==> config.mk <==
export PLATFORM = sky130hd
export DESIGN_NAME = alu_control_seq
export DESIGN_NICKNAME = d
export VERILOG_FILES = /design/src/rtl/alu_control_seq.sv
export SDC_FILE = /design/constraint.sdc
export NUM_CORES = 1
export LEC_CHECK = 0
export CELL_PAD_IN_SITES_DETAIL_PLACEMENT = 1
export CELL_PAD_IN_SITES_GLOBAL_PLACEMENT = 2
export CORE_ASPECT_RATIO = 0.9
export CORE_UTILIZATION = 26
export DETAILED_ROUTE_END_ITERATION = 10
export PLACE_DENSITY_LB_ADDON = 0.1
export RECOVER_POWER = 25
export SYNTH_ARGS = -nofsm -noshare
export SYNTH_HDL_FRONTEND = slang
export SYNTH_SLANG_ARGS = --single-unit
==> constraint.sdc <==
create_clock -name clk -period 4 [get_ports clk]
set_input_delay 1.2 -clock clk [delete_from_list [all_inputs] [get_ports clk]]
set_output_delay 1.2 -clock clk [all_outputs]
set_load 0.01 [all_outputs]
==> src/rtl/alu_control_seq.sv <==
// ALU control decoder with a valid/ready request port and a registered, back-pressured result stage.
// Undefined encodings are flagged. Mult/div requests hold busy for MULDIV_CYCLES-1 cycles before the result appears.
module alu_control_seq #(
  parameter int unsigned FUNCT_W       = 6,
  parameter int unsigned CTRL_W        = 4,
  parameter int unsigned MULDIV_CYCLES = 4,
  parameter logic [3:0]  ILLEGAL_CODE  = 4'b1111
) (
  input  logic               clk,
  input  logic               rst_n,
  input  logic               in_valid,
  output logic               in_ready,
  input  logic [1:0]         ALUoperation,
  input  logic [FUNCT_W-1:0] funct,
  output logic               out_valid,
  input  logic               out_ready,
  output logic [CTRL_W-1:0]  ALUcontrol,
  output logic               illegal,
  output logic               busy
);

  localparam int unsigned CNT_W = (MULDIV_CYCLES > 2) ? $clog2(MULDIV_CYCLES) : 1;

  typedef enum logic [1:0] {
    ST_IDLE = 2'b00,
    ST_FULL = 2'b01,
    ST_BUSY = 2'b10
  } state_t;

  state_t             state_r;
  state_t             state_next_s;
  logic [CNT_W-1:0]   cnt_r;
  logic [CTRL_W-1:0]  ctrl_r;
  logic               illegal_r;
  logic               accept_s;
  logic [5:0]         dec_s;
  logic               funct_unused_s;

  // Packed result: {muldiv, illegal, code[3:0]}; only funct[5:0] participates.
  function automatic logic [5:0] decode(input logic [1:0] op, input logic [5:0] f);
    logic [5:0] d;
    case (op)
      2'b00: d = 6'b00_0010;
      2'b01: d = 6'b00_0110;
      2'b10: begin
        case (f)
          6'b100000: d = 6'b00_0010;
          6'b100010: d = 6'b00_0110;
          6'b100100: d = 6'b00_0000;
          6'b100101: d = 6'b00_0001;
          6'b100110: d = 6'b00_0011;
          6'b100111: d = 6'b00_1100;
          6'b101010: d = 6'b00_0111;
          6'b011000: d = 6'b10_1000;
          6'b011010: d = 6'b10_1001;
          default:   d = {2'b01, ILLEGAL_CODE};
        endcase
      end
      default: d = {2'b01, ILLEGAL_CODE};
    endcase
    return d;
  endfunction

  assign funct_unused_s = ^funct;
  assign dec_s          = decode(ALUoperation, funct[5:0]);
  assign accept_s       = in_valid && in_ready;

  // State register.
  always_ff @(posedge clk) begin
    if (!rst_n) begin
      state_r <= ST_IDLE;
    end else begin
      state_r <= state_next_s;
    end
  end

  // Result and mult/div countdown registers.
  always_ff @(posedge clk) begin
    if (!rst_n) begin
      ctrl_r    <= {CTRL_W{1'b0}};
      illegal_r <= 1'b0;
      cnt_r     <= {CNT_W{1'b0}};
    end else if (accept_s) begin
      ctrl_r    <= CTRL_W'(dec_s[3:0]);
      illegal_r <= dec_s[4];
      cnt_r     <= dec_s[5] ? CNT_W'(MULDIV_CYCLES - 1) : {CNT_W{1'b0}};
    end else if (state_r == ST_BUSY && cnt_r != {CNT_W{1'b0}}) begin
      cnt_r     <= cnt_r - CNT_W'(1);
    end else begin
      cnt_r     <= cnt_r;
    end
  end

  // Next-state logic; an accept can refill FULL on the same edge it is drained.
  always_comb begin
    state_next_s = state_r;
    case (state_r)
      ST_IDLE: begin
        if (accept_s) begin
          state_next_s = dec_s[5] ? ST_BUSY : ST_FULL;
        end else begin
          state_next_s = ST_IDLE;
        end
      end
      ST_FULL: begin
        if (accept_s) begin
          state_next_s = dec_s[5] ? ST_BUSY : ST_FULL;
        end else if (out_ready) begin
          state_next_s = ST_IDLE;
        end else begin
          state_next_s = ST_FULL;
        end
      end
      ST_BUSY: begin
        if (cnt_r == CNT_W'(1)) begin
          state_next_s = ST_FULL;
        end else begin
          state_next_s = ST_BUSY;
        end
      end
      default: state_next_s = ST_IDLE;
    endcase
  end

  // Outputs decoded from registered state.
  always_comb begin
    out_valid  = (state_r == ST_FULL);
    busy       = (state_r == ST_BUSY);
    in_ready   = (state_r != ST_BUSY) && ((state_r != ST_FULL) || out_ready);
    ALUcontrol = ctrl_r;
    illegal    = illegal_r;
  end

endmodule

* Word-level counts from Yosys, hierarchy flattened
Index checks and enable logic that the tools add are counted.
** Cells by class
- $add $sub $neg :: 1
- $mul :: 0
- Div/mod/pow operators :: 0
- Magnitude comparators :: 0
- Eq/ne operators :: 16
- Shifts and indexed selects :: 0
- Mux-type cells :: 11
- Bitwise gates (word level) :: 0
- Reductions and logical operators :: 8
** Operators with widths (number)
- one-hot mux 6 bit (9 select lines) :: 1
- equality test 6 bit, second input constant :: 7
- one-hot mux 6 bit (3 select lines) :: 1
- 2-to-1 mux 2 bit :: 7
- equality test 6 x 5 -> 1 bit, second input constant :: 2
- equality test 2 x 1 -> 1 bit, second input constant :: 3
- one-hot mux 2 bit (3 select lines) :: 1
- equality test 2 bit, second input constant :: 2
- logical NOT 2 bit :: 2
- nonzero test 2 bit :: 2
- logical AND 1 bit :: 3
- inequality test 2 x 1 -> 1 bit, second input constant :: 1
- inequality test 2 bit, second input constant :: 1
- subtractor 2 x 1 -> 2 bit, second input constant :: 1
- logical OR 1 bit :: 1
- 2-to-1 mux 1 bit :: 1
** Storage, ports and cells
- Flip-flop bits (word level) :: 9
- Bits in latches :: 0
- RAM bits :: 0
- ROM bits :: 0
- Input port bits :: 12
- Logic and storage cells :: 40
- Memories :: 0

* Depth between registers and ports, before layout
- Word-level depth :: 6
- Gate-level depth with buffers :: 6
- Depth with buffers taken out :: 6

* Worst setup path after synthesis
No wires, ideal clock.
- Kind :: input -> output
- Start :: input out_ready
- End :: output in_ready
- Arrival time :: 1761 ps
- Data required time :: 2800 ps
- Path slack :: 1039 ps
- Cell stages on the path :: 2
- Cell sequence :: or3b_1 -> and2_1
** Between the ends
- Cells in the longest elaborated chain, start to end :: 2
** Ends and longest elaborated chain
- start: declaration :: line 16 : input logic out_ready,
- logical OR 1 bit :: line 129 : in_ready = (state_r != ST_BUSY) && ((state_r != ST_FULL) || out_ready);
- logical AND 1 bit :: line 129
- end: declaration :: line 12 : output logic in_ready,
No other way between the ends.

* Final worst setup path
Same ends and word-level chain as after synthesis.

==> results by group <==
Synthesis
  – Top-count cell post-synth: dfxtp_1
  – Sequential area share after synthesis: a little under 30%
  – EDFF count, synth: 0
  – Post-Synthesis Net Count: 91
  – Mapped Area: about 600 um^2
  – Top cell type's share of synthesized area: between 20 and 30%
  – Top cells by count, synth: dfxtp_1 (9), inv_1 (7), nand2_1 (6)
  – Ranking of synthesized cells by area: dfxtp_1 (29%), nand2b_1 (5.1%), inv_1 (4.3%)
  – Top_reg_cell synth: dfxtp_1
  – Synth warn: 0
  – Mapped Cells: between 70 and 80
  – FFs w/ async S/R, synth: 0%
  – Synth cell types: 35
  – Synthesized area per cell: around 8.0 um^2
  – #FFs+latches synth: 9
  – Largest area contributor in the synthesized netlist: dfxtp_1

Global routing
  – Number of global-route vias before repair: 570
  – Congestion Overflow GR: 0
  – First-pass GRT wire length: between 2000 and 3000 um
  – Largest net degree at the start of global routing: 12
  – All-layer global routing usage: between 15 and 20%
  – Initial antenna violation count: 0

Job
  – Max-cap viol count: 0

Clock network
  – Clock Sinks: 9
  – Deepest clock path buffer count: 2
  – TritonCTS Buffers: 3
  – Postcts setup bufs: 0
  – # resized after CTS: 0
  – Skew-Pair Late Insertion Delay: roughly 260 ps
  – CTS root buffer: clkbuf_4
  – Htree depth: 1
  – Clock slew at reported path FFs: 70 ps
  – CTS Hold Bufs: 0
  – CTS tree: done

Finish
  – Antenna Cells: 0
  – Nets: between 100 and 150
  – P&R area growth vs syn: 37.2%
  – Final Instance Count excl. Fillers: ~130
  – Ratio of cells with drive above 1 in the final layout: under 10%

Placed design
  – Placed Cells: ~120
  – Place WS: roughly 130 ps
  – Routability Congestion: ~0.74
  – PortBufs: 19
  – Post-DP HPWL: 1370 um

Worst setup path
  – Crit. End Element: primary output
  – Critical Path Start: out_ready
  – Critical Path Source Type: primary input
  – Critical path fanouts, max: 3
  – Reg2reg path depth: 4
  – Flop2flop setup slack: roughly 2400 ps
  – Setup Crit Path Kind: primary input to primary output
  – Crit path to: in_ready
  – Reg2Reg Capture Point: ALUcontrol[0]$_SDFFE_PN0P_
  – Critical Path AT: 2660 ps
  – Worst EP required: about 2800 ps
  – Reg-to-reg startpoint: state_r[0]$_SDFF_PN0_

Timing
  – Slew Viols, Final: 0
  – Final Hold Vio Count: 0
  – Fin crit share: 96.4%
  – Final Critical Period: just under 4000 ps
  – RSZ-0062 raised after global routing: no
  – TNS Setup: 0 ps
  – Relative slew slack: between 60% and 70%
  – Setup WS post-layout: between 100 and 150 ps
  – Fmax: ~260 MHz
  – Final Skew: ~3.5 ps
  – Final hold slack: 488 ps
  – Final setup viols: 0
  – Slew at the pin closest to its max-slew limit: a little over 500 ps

Floorplanning
  – Die H: a little under 50 um
  – IO Count: 20
  – Row cnt: 16
  – Die X: around 53 um
  – Core area: 2200 um^2
  – Initial Util: between 20% and 30%
  – Die area: roughly 2600 um^2

Min path
  – Hold Startpoint: ALUcontrol[3]$_SDFFE_PN0P_
  – Hold Path Class: flop to flop

Status
  – Status: completed

Drt
  – Drt total wl: roughly 1800 um
  – Iter 0 DRT Violations: 6
  – Remaining DRCs: 0
  – Detailed-route via count: 636
  – First-pass DRT Iterations: 4
  – Post-route ant nets: 0
  – Wire per inst: 14.3 um
  – DR vias/cell: 5.09

Power and ir drop
  – P_leak: 0.327 nW
  – Pwr/cell area: between 200 and 300 nW/um^2
  – VDD IR max: between 0.00015 and 0.0002 V
## metrics by stage
| step | total power [mW] | util [%] | instance area (um^2) |
|---|---|---|---|
| 2_1_floorplan | 0.128 | - | 618 |
| 3_3_place_gp | 0.158 | 37.6 | 827 |
| 3_5_place_dp | 0.159 | 37.6 | 827 |
| 4_1_cts | 0.238 | 38.8 | 853 |
| 5_1_grt | 0.248 | 38.5 | 848 |
| 6_report | 0.231 | 38.5 | 848 |
## critical path, cell delays in order
cell and delay, ps:
clkdlybuf4s50_1 430, or3b_1 390, and2_1 170, clkdlybuf4s50_1 470
## cells in the final DEF (no fill, tap or decap), types with 2 or more instances in the layout
master	instances
clkdlybuf4s50_1	16
maj3_1	2
nand2_1	6
nand3_1	5
dlygate4sd3_1	3
o21ai_0	3
a31oi_1	2
nor3b_1	2
nor3_1	2
clkbuf_4	3
dfxtp_1	9
nor2_1	5
nor2b_1	2
a21oi_1	2
nand2b_1	5
inv_1	7
o22ai_1	2
o21a_1	2
ha_1	2
## logic make-up (layout without fill, tap and decap cells)
group,count (synthesis),after routing,share of synthesized area [%]
flip-flops,9,9,29.1
adder cells (fa/ha/maj),4,4,7.29
multiplexers,1,1,1.62
AND/OR/NAND/NOR,33,33,29.6
AO/OA/AOI/OAI,19,19,22.9
XOR/XNOR,2,2,2.83
buffers and inverters,9,30,6.68
## power breakdown
part	switching [mW]	internal [mW]	total (mW)
combinational	0.0268	0.0297	0.0565
clock	0.0376	0.0385	0.0761
sequential	0.00338	0.0948	0.0982
total	0.0678	0.163	0.231
## how the worst min path moves through the flow
stage	end	slack, ps	cells after the start
after floorplan	ALUcontrol[3]$_SDFFE_PN0P_	490	2
after global placement	illegal$_SDFFE_PN0P_	460	2
after detailed placement	ALUcontrol[3]$_SDFFE_PN0P_	480	2
after CTS	ALUcontrol[3]$_SDFFE_PN0P_	490	2
after global routing	ALUcontrol[3]$_SDFFE_PN0P_	500	2
final	ALUcontrol[3]$_SDFFE_PN0P_	490	2
## cell type report
| type | count | area, um^2 |
|---|---|---|
| fillers | 284 | 1350 |
| well taps | 27 | 33.8 |
| flip-flops and latches | 9 | 180 |
| inverters | 7 | 26.3 |
| clock buffers | 4 | 26.3 |
| repair buffers | 19 | 190 |
| multi-input cells | 59 | 392 |
## sequential cells by signal, summed over array words and instances (netlist names)
register,cells
cnt_r,2
illegal,1
state_r,2
ALUcontrol,4
## routing by layer
| layer | track usage [%] | vias up | part of all wire (%) |
|---|---|---|---|
| li1 | - | 324 | - |
| met1 | 20.1 | 294 | 49 |
| met2 | 24.8 | 16 | 45 |
| met3 | 4.05 | 2 | 4.9 |
| met4 | 6.32 | 0 | 0.67 |
| met5 | 0 | - | 0 |
No activity file was read; power rests on OpenSTA's default activity.
